File: src/rtl/ppheavy_pulse_gen.sv
// Heavy-power gate pulse generator: turns on-timer start strobes into
// tick-timed heavy_on pulses with dead-time, pulse counting and overrun flagging.
module ppheavy_pulse_gen #(
  parameter int CW = 8,
  parameter int NW = 4
) (
  input  logic          clk_sys,
  input  logic          rst_n,
  input  logic          rst_state,
  input  logic          clk_10k,
  input  logic          start,
  input  logic [CW-1:0] on_width,
  input  logic [CW-1:0] dead_width,
  input  logic [NW-1:0] pulse_num,
  output logic          heavy_on,
  output logic          busy,
  output logic          done,
  output logic [NW-1:0] pulse_cnt,
  output logic          err_overrun
);

  typedef enum logic [1:0] {
    IDLE = 2'd0,
    ON   = 2'd1,
    DEAD = 2'd2,
    DONE = 2'd3
  } state_t;

  localparam logic [CW-1:0] CNT_ONE   = CW'(1);
  localparam logic [NW-1:0] PULSE_ONE = NW'(1);
  localparam logic [NW-1:0] PULSE_MAX = '1;

  state_t        state, state_nx;
  logic          sync1, sync2, tick;
  logic [CW-1:0] tick_cnt, tick_cnt_nx;
  logic [CW-1:0] on_w, on_w_nx;
  logic [CW-1:0] dead_w, dead_w_nx;
  logic [NW-1:0] pulse_n, pulse_n_nx;
  logic [NW-1:0] pulse_cnt_nx, pulse_inc;
  logic          err_nx, heavy_nx, busy_nx, done_nx;

  // clk_10k is asynchronous; the edge detect yields one clk_sys cycle per rising edge
  always_ff @(posedge clk_sys or negedge rst_n) begin
    if (!rst_n) begin
      sync1 <= 1'b0;
      sync2 <= 1'b0;
    end else begin
      sync1 <= clk_10k;
      sync2 <= sync1;
    end
  end

  assign tick      = sync1 & ~sync2;
  assign pulse_inc = (pulse_cnt == PULSE_MAX) ? pulse_cnt : pulse_cnt + PULSE_ONE;

  always_comb begin
    state_nx     = state;
    tick_cnt_nx  = tick_cnt;
    on_w_nx      = on_w;
    dead_w_nx    = dead_w;
    pulse_n_nx   = pulse_n;
    pulse_cnt_nx = pulse_cnt;
    err_nx       = err_overrun;

    if (!rst_state) begin
      state_nx     = IDLE;
      tick_cnt_nx  = '0;
      on_w_nx      = '0;
      dead_w_nx    = '0;
      pulse_n_nx   = '0;
      pulse_cnt_nx = '0;
      err_nx       = 1'b0;
    end else begin
      case (state)
        IDLE: begin
          // A tick coinciding with the accepted start is deliberately dropped
          if (start) begin
            on_w_nx     = (on_width == '0) ? CNT_ONE : on_width;
            dead_w_nx   = dead_width;
            pulse_n_nx  = (pulse_num == '0) ? PULSE_ONE : pulse_num;
            tick_cnt_nx = '0;
            state_nx    = ON;
          end
        end
        ON: begin
          if (start) err_nx = 1'b1;
          if (tick) begin
            if (tick_cnt == on_w - CNT_ONE) begin
              tick_cnt_nx  = '0;
              pulse_cnt_nx = pulse_inc;
              if (pulse_inc == pulse_n)  state_nx = DONE;
              else if (dead_w == '0)     state_nx = IDLE;
              else                       state_nx = DEAD;
            end else begin
              tick_cnt_nx = tick_cnt + CNT_ONE;
            end
          end
        end
        DEAD: begin
          if (start) err_nx = 1'b1;
          if (tick) begin
            if (tick_cnt == dead_w - CNT_ONE) begin
              tick_cnt_nx = '0;
              state_nx    = IDLE;
            end else begin
              tick_cnt_nx = tick_cnt + CNT_ONE;
            end
          end
        end
        DONE: begin
          if (start) err_nx = 1'b1;
        end
        default: state_nx = IDLE;
      endcase
    end

    // Outputs are decoded from the next state so the registers line up with it
    heavy_nx = (state_nx == ON);
    busy_nx  = (state_nx == ON) || (state_nx == DEAD);
    done_nx  = (state_nx == DONE) && (state != DONE);
  end

  always_ff @(posedge clk_sys or negedge rst_n) begin
    if (!rst_n) begin
      state       <= IDLE;
      tick_cnt    <= '0;
      on_w        <= '0;
      dead_w      <= '0;
      pulse_n     <= '0;
      pulse_cnt   <= '0;
      err_overrun <= 1'b0;
      heavy_on    <= 1'b0;
      busy        <= 1'b0;
      done        <= 1'b0;
    end else begin
      state       <= state_nx;
      tick_cnt    <= tick_cnt_nx;
      on_w        <= on_w_nx;
      dead_w      <= dead_w_nx;
      pulse_n     <= pulse_n_nx;
      pulse_cnt   <= pulse_cnt_nx;
      err_overrun <= err_nx;
      heavy_on    <= heavy_nx;
      busy        <= busy_nx;
      done        <= done_nx;
    end
  end

endmodule

File: config.mk
export PLATFORM = sky130hd
export DESIGN_NAME = ppheavy_pulse_gen
export DESIGN_NICKNAME = d
export VERILOG_FILES = /design/src/rtl/ppheavy_pulse_gen.sv
export SDC_FILE = /design/constraint.sdc
export NUM_CORES = 1
export LEC_CHECK = 0
export ABC_AREA = 0
export CAP_MARGIN = 20
export CORE_MARGIN = 1
export CORE_UTILIZATION = 55
export DETAILED_ROUTE_END_ITERATION = 8
export PLACE_DENSITY_LB_ADDON = 0.2
export SETUP_SLACK_MARGIN = 0.05
export SLEW_MARGIN = 20
export SYNTH_ARGS = -nofsm -noshare
export SYNTH_HDL_FRONTEND = slang
export SYNTH_SLANG_ARGS = --single-unit
File: constraint.sdc
create_clock -name clk_sys -period 3.3 [get_ports clk_sys]
set_input_delay 0.33 -clock clk_sys [delete_from_list [all_inputs] [get_ports clk_sys]]
set_output_delay 0.33 -clock clk_sys [all_outputs]
set_load 0.05 [all_outputs]
==> summary.md, run 1 <==
| Metric | Value |
|---|---|
| Port bufs | 32 |
| Gr ovfl total | 0 |
| Worst path arrival time | about 2.8 ns |
| Cts repair resizes | 0 |
| Post-Syn Instances | slightly above 300 |
| CTS root buffer | clkbuf_8 |
| Fmax | between 300 and 400 MHz |
| Post-Route WL | ~5400 um |
| Clk buf depth | 2 |
| Largest net degree at the start of global routing | 41 |
| First-pass GRT wire length | about 9700 um |
| Sum Neg Setup Slack | 0 ns |
| Top cells by area, synth | dfrtp_1, nand2_1, o21ai_0, ha_1, xnor2_1 |
| Yosys Warn Count | 0 |
| Max-cap violations | 0 |
| Initial antenna violation count | 0 |
| Final min period | ~2.7 ns |
| Hold Path Class | primary input to async pin |
| Sequential Area | about 1000 um^2 |
| CP max stage cell | dfrtp_1 |
| # rows | 24 |
| Final core utilization | about two thirds |
| Vias in the first global route | approximately 2100 |
| Synthesized area per cell | 8.574 um^2 |
| Worst-Skew Late Latency | ~0.29 ns |
| Delay-heaviest family, CP | simple AND/OR/NAND/NOR gates |
| GR Util All Layers | roughly 24% |
| CP Capture Type | flop |
| Setup Buffers After CTS | 0 |
| GPL Wtd Cong | 0.8941 |
| CTS Buf Count | 5 |
| Power, Total | roughly 1.1 mW |
| Slew @ Worst Pin | approximately 0.86 ns |
| RSZ-0062 raised after global routing | no |
| Core area | 4474 um^2 |
| CP Launch Type | flop |
| Multi-input gate area | ~1500 um^2 |
| H-tree depth | 2 |
| Worst relative slew slack | between 40% and 50% |
| Share of cells above drive strength 1 | approximately 6.6% |
| Seq/Total Area, Yosys | a little under two fifths |
| Setup-failing EPs final | 0 |
| Worst VDD drop | 0.2327 mV |
| CTS tree | built |
| Overall die width | roughly 70 um |
| WP data required | 3.48 ns |
| Synth cell types | 54 |
| Critical path type | flop to flop |
| Post-synthesis sequential element count | 40 |
| Final hold vios | 0 |
| Clk_skew | approximately 0.006 ns |
| Cts hold-fix bufs | 0 |
| TritonRoute pass-1 iters | 6 |
| NumNets Final | 368 |
| Wire length per cell | 14.15 um |
| Status | complete, but fails checks |
| Slowest stage delay, CP | around 0.42 ns |
| Yosys top cell by area | dfrtp_1 |
| Cell Area, Synth | 2615 um^2 |
| Die area | a little over 5000 um^2 |
| Vias | 2246 |
| Die height | between 70 and 80 um |
| Clock sink count | 40 |
| Fillcell total | between 300 and 400 |
| Initial DRC Count | 105 |
| Final period utilization | slightly above 80% |
| Top_reg_cell synth | dfrtp_1 |
| Failing checks | design-rule violations |
| Initial Utilization | 58.45% |
| Critical-path cell list | inv_1 -> ha_1 -> nor2b_1 -> or3_1 -> nand3_1 -> nor4b_4 -> nand2_2 -> mux2i_1 -> o2bb2a_1 -> ha_1 -> inv_1 |
| Syn nets | ~340 |
| Vias per inst | between 5 and 6 |
| Cell Pwr Density | around 360 nW/um^2 |
| Most frequent cell after synthesis | nand2_1 |
| Crit Path Max Fanout | 7 |
| Clock transition at the registers of the reported paths | roughly 0.08 ns |
| Dpl hpwl | approximately 4000 um |
| Area Growth Syn to Fin | 16.03% |
| Leak | 1.277 nW |
| I/O pin count | 33 |
| Final ANT Viol Nets | 0 |
| Post-synth EDFFs | 0 |
| Post-synth ARST share | 100.0% |
| Drc violations | 2 |
| Worst Path Buf+Inv | 2 |
| ANT cells | 0 |
| Commonest cells post-synth | nand2_1, dfrtp_1, o21ai_0 |
| Post-synth top area share | a little under two fifths |
| Pins Over Slew Limit | 0 |
## report_power, final
| group | internal, mW | switching [mW] |
|---|---|---|
| Sequential | 0.517 | 0.0346 |
| Clock | 0.144 | 0.157 |
| Combinational | 0.103 | 0.129 |
## kinds of logic (layout without fill, tap and decap cells)
logic type,Yosys count,in the layout,share of synthesized area [%]
simple gates,132,132,26.84
flops,40,40,38.28
mux,5,5,1.914
compound gates,69,69,16.60
buf+inv,27,54,4.067
fa+ha+maj,11,11,5.263
xor+xnor,21,21,7.034
## path summary, 6_finish.rpt
kind	startpoint	endpoint	slack, ns	depth (start not counted)
max	on_w[0]	busy	0.64	11
min	rst_n	tick_cnt[0]	0.15	1
max reg2reg	on_w[0]	busy	0.64	11
min reg2reg	sync1	sync2	0.40	0
max in group asynchronous	rst_n	dead_w[7]	2.61	1
min in group clk_sys	sync1	sync2	0.40	0
## state kept, by name, summed over array words and instances (netlist names)
| signal | flops |
|---|---|
| busy | 1 |
| dead_w | 8 |
| done | 1 |
| err_overrun | 1 |
| heavy_on | 1 |
| on_w | 8 |
| pulse_cnt | 4 |
| pulse_n | 4 |
| state | 2 |
| sync1 | 1 |
| sync2 | 1 |
| tick_cnt | 8 |
## through the flow
| stage | std cells | setup WS, ns | hold WS [ns] | area, um^2 |
|---|---|---|---|---|
| 2_1_floorplan | 305 | 0.5969 | 0.03441 | 2615 |
| 3_3_place_gp | 377 | 0.7712 | 0.3874 | 2957 |
| 3_5_place_dp | 377 | 0.7007 | 0.3902 | 2957 |
| 4_1_cts | 384 | 0.6564 | 0.1868 | 3034 |
| 5_1_grt | 384 | 0.4855 | 0.2338 | 3034 |
| 6_report | 384 | 0.6407 | 0.1466 | 3034 |
## layer usage
| metal | track usage, % | vias to the layer above | part of all wire, % |
|---|---|---|---|
| li1 | - | 1117 | - |
| met1 | 33.46 | 1069 | 47 |
| met2 | 37.93 | 49 | 47 |
| met3 | 5.128 | 11 | 4.2 |
| met4 | 7.778 | 0 | 2.0 |
| met5 | 0 | - | 0 |
## worst register-to-register path: stages (launching register included)
cell and delay, ns:
dfrtp_1 0.42, inv_1 0.07, ha_1 0.23, nor2b_1 0.15
or3_1 0.35, nand3_1 0.16, nor4b_4 0.26, nand2_2 0.16
mux2i_1 0.17, o2bb2a_1 0.29, ha_1 0.27, inv_1 0.03
## final cells by class
cell class / count / area share (%)
multi-input cells: 238 / 49.81
flip-flops and latches: 40 / 32.99
repair buffers: 34 / 10.89
clock buffers: 6 / 2.392
well taps: 52 / 2.144
inverters: 13 / 1.608
clock inverters: 1 / 0.1649
## placed cells by master, fill, tap and decap left out, drive strengths merged, types with 2 or more instances in the layout
| cell type | count |
|---|---|
| nand4 | 3 |
| clkbuf | 6 |
| inv | 13 |
| nand2 | 62 |
| a31oi | 3 |
| nor4b | 3 |
| nor3b | 2 |
| mux2i | 5 |
| o21ai | 36 |
| nand3 | 10 |
| o211ai | 6 |
| clkdlybuf4s50 | 31 |
| ha | 11 |
| o41ai | 2 |
| and2 | 3 |
| xnor2 | 13 |
| nand2b | 8 |
| nor2 | 10 |
| o311ai | 2 |
| nor2b | 9 |
| nor4 | 5 |
| buf | 3 |
| o21a | 2 |
| or4 | 2 |
| xor2 | 8 |
| a21oi | 5 |
| nor3 | 8 |
| dfrtp | 40 |
| o22ai | 3 |
Note: power is estimated with default switching activity, not from simulation.
==> run 2, diff against run 1 <==
--- a/config.mk
+++ b/config.mk
@@ -8,7 +8,7 @@
 export ABC_AREA = 0
 export CAP_MARGIN = 20
 export CORE_MARGIN = 1
-export CORE_UTILIZATION = 55
+export CORE_UTILIZATION = 50
 export DETAILED_ROUTE_END_ITERATION = 8
 export PLACE_DENSITY_LB_ADDON = 0.2
 export SETUP_SLACK_MARGIN = 0.05
==> constraint.sdc (replaced) <==
create_clock -name clk_sys -period 2.3 [get_ports clk_sys]
set_input_delay 0.23 -clock clk_sys [delete_from_list [all_inputs] [get_ports clk_sys]]
set_output_delay 0.23 -clock clk_sys [all_outputs]
set_load 0.05 [all_outputs]
==> summary.md, run 2 (same netlist as run 1, synthesis figures left out) <==
| Metric | Value |
|---|---|
| Status | complete, but fails checks (unchanged) |
| Failing checks | negative setup slack (was design-rule violations) |
| Dpl hpwl | 4271 um (was 4020 um) |
| Max-cap violations | 0 (unchanged) |
| Placed inst area | 3204 um^2 (was 2957 um^2) |
| Die area | 5523 um^2 (was 5035 um^2) |
| Initial Utilization | 53.59% (was 58.45%) |
| NumNets Final | 399 (was 368) |
| Slowest stage delay, CP | 0.39 ns (was 0.42 ns) |
| Fillcell total | 380 (unchanged) |
| Reg2Reg Capture Point | busy (unchanged) |
| Most common cell after layout, fill and taps aside | nand2_1 (unchanged) |
| PnR worst setup slack | -0.1859 ns (was 0.6407 ns) |
| Core area | 4880 um^2 (was 4474 um^2) |
| First-pass GRT wire length | 9763 um (was 9687 um) |
| I/O pin count | 33 (unchanged) |
| CP Capture Type | flop (unchanged) |
| Final ANT Viol Nets | 0 (unchanged) |
| CP Launch Type | flop (unchanged) |
| Final min period | 2.486 ns (was 2.659 ns) |
| Area Growth Syn to Fin | 33.11% (was 16.03%) |
| Drc violations | 0 (was 2) |
| Comb power frac | 25.5% (was 21.4%) |
| Finished Layout Cells | 431 (was 384) |
| Design area | 3481 um^2 (was 3034 um^2) |
| ANT cells | 0 (unchanged) |
| GPL Wtd Cong | 0.8791 (was 0.8941) |
| Critical-path cell list | inv_1 -> ha_4 -> nand2b_1 -> o21ai_1 -> nand4_1 -> nor4b_4 -> nand2_2 -> mux2i_4 -> o2bb2a_4 -> ha_1 -> inv_1 (was inv_1 -> ha_1 -> nor2b_1 -> or3_1 -> nand3_1 -> nor4b_4 -> nand2_2 -> mux2i_1 -> o2bb2a_1 -> ha_1 -> inv_1) |
| Worst VDD drop | 0.3516 mV (was 0.2327 mV) |
| Internal | 1.185 mW (was 0.7639 mW) |
| CTS root buffer | clkbuf_8 (unchanged) |
| Worst relative slew slack | 41.23% (was 42.82%) |
| Setup-failing EPs final | 4 (was 0) |
| Worst setup path start | on_w[0] (unchanged) |
| Slew @ Worst Pin | 0.8816 ns (was 0.8577 ns) |
| Reg-to-reg slack, setup | -0.19 ns (was 0.64 ns) |
| Wire length per cell | 14.10 um (was 14.15 um) |
| Clk_skew | 0.006145 ns (was 0.006171 ns) |
| CTS tree | built (unchanged) |
| Sw frac | 30.64% (was 29.56%) |
| WP data required | 2.49 ns (was 3.48 ns) |
| Initial DRC Count | 114 (was 105) |
| Die height | 74.32 um (was 70.96 um) |
| Clk buf depth | 2 (unchanged) |
| Sum Neg Setup Slack | -0.4176 ns (was 0 ns) |
| Critical path type | flop to flop (unchanged) |
| H-tree depth | 2 (unchanged) |
| Clock sink count | 40 (unchanged) |
| Final core utilization | 71.33% (was 67.81%) |
| Cell Pwr Density | 490.9 nW/um^2 (was 357.4 nW/um^2) |
| Worst-Skew Late Latency | 0.30 ns (was 0.29 ns) |
| Leak | 1.455 nW (was 1.277 nW) |
| Reg2reg start | on_w[0] (unchanged) |
| Fmax | 402.3 MHz (was 376.0 MHz) |
| # rows | 25 (was 24) |
| Vias | 2411 (was 2246) |
| TritonRoute pass-1 iters | 4 (was 6) |
| Gr ovfl total | 0 (unchanged) |
| Port bufs | 32 (unchanged) |
| Vias in the first global route | 2116 (was 2131) |
| Final period utilization | 108.1% (was 80.59%) |
| Post-Place Cells | 419 (was 377) |
| Worst path arrival time | 2.68 ns (was 2.84 ns) |
| Largest registers | dead_w (8), on_w (8), tick_cnt (8) (unchanged) |
| Final hold vios | 0 (unchanged) |
| CP most frequent cell | inv_1 |
| Switch Pwr | 0.5235 mW (was 0.3205 mW) |
| GR Util All Layers | 23.19% (was 24.12%) |
| Clock Power Share | 28.5% (was 27.7%) |
| CP max stage cell | dfrtp_1 (unchanged) |
| Worst R2R Path Depth | 11 (unchanged) |
| CTS Buf Count | 5 (unchanged) |
| RSZ-0062 raised after global routing | yes (was no) |
| Overall die width | 74.32 um (was 70.96 um) |
| Clock transition at the registers of the reported paths | 0.08 ns (about the same) |
| Power, Total | 1.709 mW (was 1.084 mW) |
| Commonest non-fill, non-tap cells in the layout | nand2_1, dfrtp_1, o21ai_0, clkdlybuf4s50_1, buf_4 (was nand2_1, dfrtp_1, o21ai_0, clkdlybuf4s50_1) |
| Initial antenna violation count | 0 (unchanged) |
| Hold Path Class | primary input to async pin (unchanged) |
| Largest net degree at the start of global routing | 41 (unchanged) |
| Vias per inst | 5.594 (was 5.849) |
| Share of cells above drive strength 1 | 20.88% (was 6.627%) |
| Cts hold-fix bufs | 0 (unchanged) |
| Pins Over Slew Limit | 0 (unchanged) |
| Sequential cell fraction of total power | 46.1% (was 50.9%) |
| Post-Route WL | 6075 um (was 5435 um) |
| Crit Path Max Fanout | 3 (was 7) |
[run 2: worst max-delay path by stage]
stage	endpoint	slack (ns)	cells past startpoint
4_1_cts	busy	-0.1	11
2_1_floorplan	done	-0.14	10
5_1_grt	busy	-0.26	11
3_5_place_dp	busy	-0.09	11
3_3_place_gp	busy	-0.05	11
6_report	busy	-0.19	11
[run 2: timing repair]
action                                  in CTS  in global routing
resized for setup                            6                 21
endpoints found under the setup margin       5                 12
pin swaps                                    3                  9
buffers inserted                             2                  2
gates cloned                                 0                  0
[run 2: worst max-delay path: cells and delay by family, from the launching register on]
family / cells / cell delay [ns]
compound gates: 2 / 0.40
mux: 1 / 0.22
flops: 1 / 0.39
fa+ha+maj: 2 / 0.42
simple gates: 4 / 0.81
buf+inv: 2 / 0.15
[run 2: per-layer routing]
| metal | global-route usage [%] | vias to the layer above | routed length (um) |
|---|---|---|---|
| met2 | 35.96 | 63 | 2851 |
| met3 | 4.607 | 14 | 263 |
| li1 | - | 1185 | - |
| met1 | 32.44 | 1149 | 2833 |
| met4 | 8.176 | 0 | 126 |
| met5 | 0 | - | 0 |
[run 2: through the flow]
| step | setup slack, ns | hold WS, ns |
|---|---|---|
| final | -0.1859 | 0.04842 |
| after global routing | -0.2563 | 0.1255 |
| after CTS | -0.09990 | 0.07774 |
| after detailed placement | -0.09119 | 0.3967 |
| after global placement | -0.05033 | 0.3794 |
| after floorplan | -0.1378 | -0.06559 |
[run 2: final cells by class]
type / instances / area, um^2 / share of cell area [%]
repair buffers: 65 / 570.5 / 16.39
multi-input cells: 238 / 1678 / 48.20
clock inverters: 2 / 10.01 / 0.2876
inverters: 13 / 48.80 / 1.402
flip-flops and latches: 40 / 1007 / 28.94
well taps: 67 / 83.83 / 2.408
clock buffers: 6 / 82.58 / 2.372
[run 2: power by group through the flow]
stage          logic [mW]  clock network [mW]  registers (mW)
2_1_floorplan       0.211                   0           0.807
3_3_place_gp        0.371                   0           0.794
3_5_place_dp        0.380                   0           0.796
4_1_cts             0.396               0.497           0.782
5_1_grt             0.476               0.530           0.793
6_report            0.435               0.487           0.787
